### src/rtl/snake_body_engine.sv
// rtl/snake_body_engine.sv - multi-segment snake body: move FSM, collision scan, cell renderer
module snake_body_engine #(
  parameter int MAX_LEN   = 16,
  parameter int CELL_LOG2 = 3,
  parameter int GRID_W    = 100,
  parameter int GRID_H    = 75,
  parameter int START_X   = 5,
  parameter int START_Y   = 5,
  parameter int START_LEN = 3
) (
  input  logic        uclk,
  input  logic        rst,
  input  logic        move_tick,
  input  logic [2:0]  dir,
  input  logic [6:0]  fruit_x,
  input  logic [6:0]  fruit_y,
  input  logic [7:0]  fruit_rgb,
  input  logic [10:0] pixel_x,
  input  logic [10:0] pixel_y,
  output logic [2:0]  R,
  output logic [2:0]  G,
  output logic [1:0]  B,
  output logic        eat,
  output logic        game_over,
  output logic [6:0]  length,
  output logic        busy
);

  localparam int IW = (MAX_LEN > 1) ? $clog2(MAX_LEN) : 1;
  localparam logic signed [7:0] GW8   = 8'(GRID_W);
  localparam logic signed [7:0] GH8   = 8'(GRID_H);
  localparam logic [10:0]       GW11  = 11'(GRID_W);
  localparam logic [10:0]       GH11  = 11'(GRID_H);
  localparam logic [6:0]        MAXL7 = 7'(MAX_LEN);

  localparam logic [2:0] H_UP    = 3'd1;
  localparam logic [2:0] H_DOWN  = 3'd2;
  localparam logic [2:0] H_LEFT  = 3'd3;
  localparam logic [2:0] H_RIGHT = 3'd4;

  typedef enum logic [2:0] {
    S_IDLE,
    S_STEP,
    S_SCAN,
    S_COMMIT,
    S_DEAD
  } state_t;

  state_t r_state;
  state_t w_next_state;

  logic [6:0] r_seg_x [MAX_LEN];
  logic [6:0] r_seg_y [MAX_LEN];
  logic [6:0] r_len;
  logic [2:0] r_heading;

  logic       r_tick_d;
  logic       r_tick_edge;

  logic [6:0] r_nx;
  logic [6:0] r_ny;
  logic       r_grow;
  logic [6:0] r_lim;
  logic [6:0] r_idx;

  logic              w_dir_valid;
  logic              w_reverse;
  logic [2:0]        w_heading;
  logic signed [7:0] w_nx8;
  logic signed [7:0] w_ny8;
  logic              w_off;
  logic              w_grow;
  logic [6:0]        w_lim;
  logic              w_hit;

  logic [10:0] w_cx;
  logic [10:0] w_cy;
  logic        w_in_grid;
  logic        w_head_px;
  logic        w_body_px;
  logic        w_fruit_px;
  logic [7:0]  w_rgb;
  logic [7:0]  r_rgb;

  // Heading selection and next-head arithmetic; a reversal request keeps the current heading.
  always_comb begin
    w_dir_valid = (dir >= H_UP) && (dir <= H_RIGHT);
    w_reverse   = ((dir == H_UP)    && (r_heading == H_DOWN))  ||
                  ((dir == H_DOWN)  && (r_heading == H_UP))    ||
                  ((dir == H_LEFT)  && (r_heading == H_RIGHT)) ||
                  ((dir == H_RIGHT) && (r_heading == H_LEFT));
    w_heading   = (w_dir_valid && !w_reverse) ? dir : r_heading;
    w_nx8       = $signed({1'b0, r_seg_x[0]});
    w_ny8       = $signed({1'b0, r_seg_y[0]});
    case (w_heading)
      H_UP:    w_ny8 = w_ny8 - 8'sd1;
      H_DOWN:  w_ny8 = w_ny8 + 8'sd1;
      H_LEFT:  w_nx8 = w_nx8 - 8'sd1;
      H_RIGHT: w_nx8 = w_nx8 + 8'sd1;
      default: ;
    endcase
    w_off  = (w_nx8 < 8'sd0) || (w_nx8 >= GW8) || (w_ny8 < 8'sd0) || (w_ny8 >= GH8);
    w_grow = (w_nx8[6:0] == fruit_x) && (w_ny8[6:0] == fruit_y);
    // The tail cell is vacated during the move unless the snake grows.
    w_lim  = w_grow ? r_len : (r_len - 7'd1);
    w_hit  = (r_seg_x[r_idx[IW-1:0]] == r_nx) && (r_seg_y[r_idx[IW-1:0]] == r_ny);
  end

  // Move FSM state register.
  always_ff @(posedge uclk) begin
    if (rst) begin
      r_state <= S_IDLE;
    end else begin
      r_state <= w_next_state;
    end
  end

  // Move FSM next-state and status outputs.
  always_comb begin
    w_next_state = r_state;
    busy         = 1'b1;
    eat          = 1'b0;
    game_over    = 1'b0;
    case (r_state)
      S_IDLE: begin
        busy = 1'b0;
        if (r_tick_edge) begin
          w_next_state = S_STEP;
        end
      end
      S_STEP: begin
        w_next_state = w_off ? S_DEAD : S_SCAN;
      end
      S_SCAN: begin
        if (r_lim <= 7'd1) begin
          w_next_state = S_COMMIT;
        end else if (w_hit) begin
          w_next_state = S_DEAD;
        end else if (r_idx == (r_lim - 7'd1)) begin
          w_next_state = S_COMMIT;
        end
      end
      S_COMMIT: begin
        eat          = r_grow;
        w_next_state = S_IDLE;
      end
      S_DEAD: begin
        game_over    = 1'b1;
        w_next_state = S_IDLE;
      end
      default: begin
        w_next_state = S_IDLE;
      end
    endcase
  end

  // Registered rising-edge detect on the move request.
  always_ff @(posedge uclk) begin
    if (rst) begin
      r_tick_d    <= 1'b0;
      r_tick_edge <= 1'b0;
    end else begin
      r_tick_d    <= move_tick;
      r_tick_edge <= move_tick & ~r_tick_d;
    end
  end

  // Per-move scratch: candidate head, grow flag, scan limit and scan index.
  always_ff @(posedge uclk) begin
    if (rst) begin
      r_nx   <= 7'd0;
      r_ny   <= 7'd0;
      r_grow <= 1'b0;
      r_lim  <= 7'd0;
      r_idx  <= 7'd1;
    end else if (r_state == S_STEP) begin
      r_nx   <= w_nx8[6:0];
      r_ny   <= w_ny8[6:0];
      r_grow <= w_grow;
      r_lim  <= w_lim;
      r_idx  <= 7'd1;
    end else if (r_state == S_SCAN) begin
      r_idx  <= r_idx + 7'd1;
    end
  end

  // Committed body, length and heading; restored to the start pose on reset or death.
  always_ff @(posedge uclk) begin
    if (rst || (r_state == S_DEAD)) begin
      for (int i = 0; i < MAX_LEN; i++) begin
        r_seg_x[i] <= 7'(START_X - i);
        r_seg_y[i] <= 7'(START_Y);
      end
      r_len     <= 7'(START_LEN);
      r_heading <= H_RIGHT;
    end else if (r_state == S_STEP) begin
      r_heading <= w_heading;
    end else if (r_state == S_COMMIT) begin
      for (int i = 1; i < MAX_LEN; i++) begin
        r_seg_x[i] <= r_seg_x[i-1];
        r_seg_y[i] <= r_seg_y[i-1];
      end
      r_seg_x[0] <= r_nx;
      r_seg_y[0] <= r_ny;
      if (r_grow && (r_len < MAXL7)) begin
        r_len <= r_len + 7'd1;
      end
    end
  end

  // Cell lookup for the current pixel with head > body > fruit > background priority.
  always_comb begin
    w_cx       = pixel_x >> CELL_LOG2;
    w_cy       = pixel_y >> CELL_LOG2;
    w_in_grid  = (w_cx < GW11) && (w_cy < GH11);
    w_head_px  = (w_cx == {4'b0, r_seg_x[0]}) && (w_cy == {4'b0, r_seg_y[0]});
    w_body_px  = 1'b0;
    for (int i = 1; i < MAX_LEN; i++) begin
      if ((7'(i) < r_len) && (w_cx == {4'b0, r_seg_x[i]}) && (w_cy == {4'b0, r_seg_y[i]})) begin
        w_body_px = 1'b1;
      end
    end
    w_fruit_px = (w_cx == {4'b0, fruit_x}) && (w_cy == {4'b0, fruit_y});
    if (!w_in_grid) begin
      w_rgb = 8'h00;
    end else if (w_head_px) begin
      w_rgb = 8'h03;
    end else if (w_body_px) begin
      w_rgb = 8'h1C;
    end else if (w_fruit_px) begin
      w_rgb = fruit_rgb;
    end else begin
      w_rgb = 8'hFF;
    end
  end

  // Registered pixel colour.
  always_ff @(posedge uclk) begin
    if (rst) begin
      r_rgb <= 8'hFF;
    end else begin
      r_rgb <= w_rgb;
    end
  end

  assign R      = r_rgb[7:5];
  assign G      = r_rgb[4:2];
  assign B      = r_rgb[1:0];
  assign length = r_len;

endmodule

### config.mk
export PLATFORM = sky130hd
export DESIGN_NAME = snake_body_engine
export DESIGN_NICKNAME = d
export VERILOG_FILES = /design/src/rtl/snake_body_engine.sv
export SDC_FILE = /design/constraint.sdc
export NUM_CORES = 1
export LEC_CHECK = 0
export CAP_MARGIN = 40
export CORE_MARGIN = 1
export CORE_UTILIZATION = 62
export CTS_CLUSTER_SIZE = 30
export DETAILED_ROUTE_END_ITERATION = 8
export HOLD_SLACK_MARGIN = 0.03
export PLACE_DENSITY = 0.81
export SLEW_MARGIN = 40
export SYNTH_ARGS = -nofsm -noshare
export SYNTH_HDL_FRONTEND = slang
export SYNTH_SLANG_ARGS = --single-unit
### constraint.sdc
create_clock -name uclk -period 7.7 [get_ports uclk]
set_clock_uncertainty 0.2 [all_clocks]
set_input_delay 1.54 -clock uclk [delete_from_list [all_inputs] [get_ports uclk]]
set_output_delay 1.54 -clock uclk [all_outputs]
set_load 0.1 [all_outputs]
* After elaboration in Yosys (flattened, before gate mapping)
Memory sizes are Yosys's and may differ from the RTL's. A register that Yosys moved wholly into a read port is not among the register bits.
Index checks and enable logic that the tools add are counted.
Widths: inputs -> output; s select.
** Word-level totals
- Output and inout port bits :: 18
- Flip-flop bits (word level) :: 52
- Memory bits (writable) :: 224
- Logic and storage cells :: 266
- Memories :: 2
** Operators by class
- Multiplexer cells :: 74
- Reduce and logical (&&, ||, !) cells :: 54
- Bitwise operators :: 35
- Equality and inequality tests :: 57
- $add $sub $neg :: 8
- $lt $le $gt $ge :: 25
** Memories
- r_seg_x :: depth 16, width 7, rd ports 17, clocked after memory_dff 1, write ports 16, RTL line 52 : logic [6:0] r_seg_x [MAX_LEN];
- r_seg_y :: depth 16, width 7, rd ports 17, clocked after memory_dff 1, write ports 16, RTL line 53 : logic [6:0] r_seg_y [MAX_LEN];
** Operators by type and width (number)
- $eq 8x7->1 :: 34
- $mux 7 :: 33
- $lt 4x7->1 const A :: 8
- $logic_and 1x1->1 :: 42
- $eq 7x7->1 :: 5
- $mux 8 :: 4
- $or 1x1->1 :: 32
- $pmux 8 s2 :: 2
- $lt 3x7->1 const A :: 4
- $eq 3x2->1 const B :: 8
- $mux 1 :: 24
- $mux 3 :: 6
- $add 7x1->8 const B :: 2
- $ge 8x8->1 const B :: 2
- $lt 8x1->1 const B :: 2
- $lt 8x7->1 const B :: 2
- $mux 4 :: 4
- $sub 7x1->8 const B :: 2
- $add 7x1->7 const B :: 2
- $lt 2x7->1 const A :: 2
- $sub 7x1->7 const B :: 2
- $eq 3x1->1 const B :: 4
- $eq 3x3->1 const B :: 4
- $pmux 3 s3 :: 1
- 15 further kinds :: 22

* Depth between registers and ports, before layout
An unclocked memory read counts as a cell.
- Depth in word-level cells :: 22
- Mapped depth :: 17

* Worst setup path after synthesis
Ideal clock, no wire load.
- Path type :: reg-to-reg
- From :: reg r_state[2]
- To :: mem r_seg_x[0][0] (enable)
- Slack :: -0.627 ns
- Buffers on the path :: 3
- Stages on the path, launching flop included :: 8
- Data arrival time :: 7.566 ns
- Library setup time :: 0.561 ns
- Required time :: 6.939 ns
- Path through :: dfxtp_1 -> clkbuf_1 -> nor3b_1 -> or2_2 -> clkbuf_1 -> nor2_1 -> inv_2 -> clkbuf_1
** RTL lines
- start, declared :: RTL line 49 : state_t r_state;
- start signal, assigned :: RTL line 114 : r_state <= w_next_state;
- end, declared :: RTL line 52

* Final worst setup path
- From :: in dir[0]
- To :: reg r_lim[6]
** On the way
- Word-level cells in the longest chain between the ends :: 13
- Elaborated cells on any way between the ends :: 27
- Those cells by class :: 2 x order compare; 10 x eq/ne; 4 x mux; 11 x reduce/logical
** RTL lines
- start, declared :: RTL line 14 : input logic [2:0] dir,
- $eq 3x1->1 / $eq 3x2->1 (equally long branches) :: RTL line 88, 89
- $logic_and 1x1->1, on equally long branches :: RTL line 88, 89
- $logic_or 1x1->1 :: RTL line 88 : w_reverse = ((dir == H_UP) && (r_heading == H_DOWN)) ||
- $logic_or 1x1->1 :: RTL line 89 : ((dir == H_DOWN) && (r_heading == H_UP)) ||
- $logic_or 1x1->1 :: RTL line 90 : ((dir == H_LEFT) && (r_heading == H_RIGHT)) ||
- $logic_not 1->1 :: RTL line 92 : w_heading = (w_dir_valid && !w_reverse) ? dir : r_heading;
- $logic_and 1x1->1 :: RTL line 92
- $mux 3 (*) :: RTL line 92
- $eq 3x3->1 (tied with other cells) :: RTL line 95 : case (w_heading)
- $pmux 8 s2 :: RTL line 95
- $eq 7x7->1 :: RTL line 103 : w_grow = (w_nx8[6:0] == fruit_x) && (w_ny8[6:0] == fruit_y);
- $logic_and 1x1->1 (*) :: RTL line 103
- $mux 7 (*) :: RTL line 105 : w_lim = w_grow ? r_len : (r_len - 7'd1);
- end signal, assigned :: RTL line 180 : r_lim <= w_lim;
- end, declared :: RTL line 63 : logic [6:0] r_lim;
Mark *: on every way between the ends. The rest lies on a longest branch, timed or not.
A chain may end at the register's enable or synchronous reset.

==> run summary <==
Flops & latches, synth -> 280
Most frequent cells in the layout -> xnor2_1 (166), edfxtp_1 (140), dfxtp_1 (137)
# rows -> 59
CP max FO -> 12
Worst skew pair latency -> 0.57 ns
Final hold vios -> 0
# clock sinks -> 280
Clk slew on worst S/H paths -> 0.06 ns
CP Launch Type -> input port
Die extent in x -> 165 um
Global route overflow -> 0
Status -> complete, no violations
Starting density of the core -> 0.632
Tmin final -> 5.77 ns
Slew Viols, Final -> 0
CTS tree -> yes
Max Freq -> 173 MHz
Primary FF master, synth -> edfxtp_1
FFs w/ async S/R, synth -> 0
# setup viols final -> 0
Vert. Die Dim -> 165 um
All-Layer GR Usage -> 0.363
Cell Pwr Density -> 223 nW/um2
Post-CTS sizing -> 0
Core Area -> 26100 um2
Number of global-route vias before repair -> 12400
Worst Setup EP -> r_lim[6]$_SDFFE_PP0P_
R2R Path End -> r_state[1]$_SDFFE_PP0P_
Clock power frac -> 0.387
Global-route wire length before repair -> 74100 um
Mapped Area -> 16500 um2
Vias per inst -> 7.02
Placed Instances -> 1814
Gate power share -> 0.188
Initial antenna violation count -> 1
Mapped Nets -> 1581
P_sw -> 1170 uW
Internal -> 2890 uW
WP data required -> 7.94 ns
Die Area -> 27200 um2
RSZ-0062 raised after global routing -> no
Worst setup startpoint -> dir[0]
Switching Fraction -> 0.289
# nets final -> 1583
Reg power frac -> 0.425
Clock root buffer -> clkbuf_16
Reg2reg path depth -> 9
Hold Buf Count CTS -> 0
Post-Syn Area per Cell -> 10.9 um2
Gpl congestion -> 0.968
Endpoint type of the worst setup path -> flip-flop
Vias -> 13100
Total CTS buffers -> 30
Tightest Pin Transition -> 0.885 ns
DRC Markers -> 0
Largest net degree at the start of global routing -> 104
Setup TNS -> 0 ns
Hold_sp -> r_tick_d$_SDFF_PP0_
Gate Count Post-Synth -> 1510
DRT iter0 DRCs -> 1854
Rel. slew slack -> 0.410
Drt pass-1 iters -> 5
Post-DP HPWL -> 32300 um
Layout cells sized above 1 -> 0.126
Area Growth Syn to Fin -> 10.6%
Post-synth EDFFs -> 140
Leakage -> 0.00645 uW
Fin cells -> 1872
Max Cap Viol -> 0
CTS H-tree lvls -> 1
Sequential fraction of the synthesis area -> 0.425
Crit path DAT -> 6.01 ns
Post-CTS Setup Inserts -> 0
Period utilization -> 0.750
Setup CP Type -> in2reg
PortBufs -> 61
Synth cell types -> 77
CTS max path bufs -> 3
Leading cell type in the layout, fill and taps excluded -> xnor2_1
Synth warn -> 0
Reg2Reg Setup Slack -> 3.33 ns
Min-Delay Path Class -> reg2reg
Peak VDD IR -> 221 uV
Routed Antenna Nets -> 0
Number of I/O pins -> 68
Detailed Route WL -> 48900 um
WL/cell -> 26.1 um
[power groups by stage]
stage	clock network, uW	registers [uW]	logic (uW)
floorplan	0	1730	557
global placement	0	1750	731
detailed placement	0	1750	739
CTS	1570	1720	746
global route	1630	1730	816
finish	1570	1730	764
[cell families after synthesis]
logic type,Yosys count,share of synthesized area
buf+inv,142,0.0379
xor+xnor,299,0.162
simple gates,447,0.152
compound gates,235,0.105
mux,86,0.101
fa+ha+maj,21,0.0169
flops,280,0.425
[area by class of cell]
cell class | instances | area (um2)
inverter | 21 | 86.3
sequential | 280 | 7010
clock inverter | 12 | 200
tap | 335 | 419
timing repair buffer | 91 | 754
multi-input combinational | 1088 | 8870
fill | 1860 | 7850
clock buffer | 44 | 871
antenna | 1 | 2.50
[synth_stat cells (all sizes together) (49+ instances only)]
| library cell | n | area share |
|---|---|---|
| and3 | 93 | 0.035 |
| buf | 50 | 0.017 |
| clkbuf | 71 | 0.016 |
| dfxtp | 140 | 0.17 |
| edfxtp | 140 | 0.26 |
| mux4 | 64 | 0.087 |
| nand2 | 71 | 0.016 |
| nand4 | 49 | 0.020 |
| nor2 | 61 | 0.014 |
| or3 | 54 | 0.021 |
| xnor2 | 166 | 0.088 |
| xor2 | 129 | 0.069 |
[worst max-delay path: stages]
cell and delay (ns):
clkdlybuf4s50_1 0.70, or3b_4 0.23, o21a_1 0.35, a31oi_1 0.13, o21ai_0 0.42, inv_1 0.26
ha_1 0.39, or2_2 0.34, o21ai_1 0.15, xnor3_1 0.25, o21ba_1 0.23, nor4_4 0.18
nand4_4 0.22, nor2_4 0.25, nor3_1 0.09, o31a_1 0.28
[stage by stage]
stage	total power, uW	utilization	worst slack (ns)	hold WS [ns]	area (um2)
after detailed placement	2490	0.657	1.41	0.187	17100
after floorplan	2290	-	1.61	0.167	16500
final	4060	0.699	1.93	0.195	18200
after global routing	4180	0.699	1.54	0.224	18200
after global placement	2480	0.660	1.51	0.177	17200
after CTS	4040	0.698	1.95	0.196	18200
[worst min-delay path by stage]
stage | slack, ns | end | cells past startpoint
3_3_place_gp | 0.18 | r_tick_edge$_SDFF_PP0_ | 1
3_5_place_dp | 0.19 | r_tick_edge$_SDFF_PP0_ | 1
5_1_grt | 0.22 | r_tick_edge$_SDFF_PP0_ | 1
2_1_floorplan | 0.17 | r_tick_edge$_SDFF_PP0_ | 1
4_1_cts | 0.20 | r_tick_edge$_SDFF_PP0_ | 1
6_report | 0.19 | r_tick_edge$_SDFF_PP0_ | 1
[sequential cells by signal, summed over array words and instances, names as in the netlist, 3 cells and up, named ones only]
name       cells
r_seg_x      112
r_seg_y      112
r_rgb          8
length         7
r_idx          7
r_lim          7
r_nx           7
r_ny           7
r_heading      3
r_state        3
[per-layer routing]
metal  global-route usage  share of wire  vias up
met5                    0              0        -
met4                0.145          0.043        0
met3               0.0904           0.13      155
met2                0.544           0.44      947
met1                0.503           0.38     6429
li1                     -              -     5616
(Power assumes the default switching activity.)
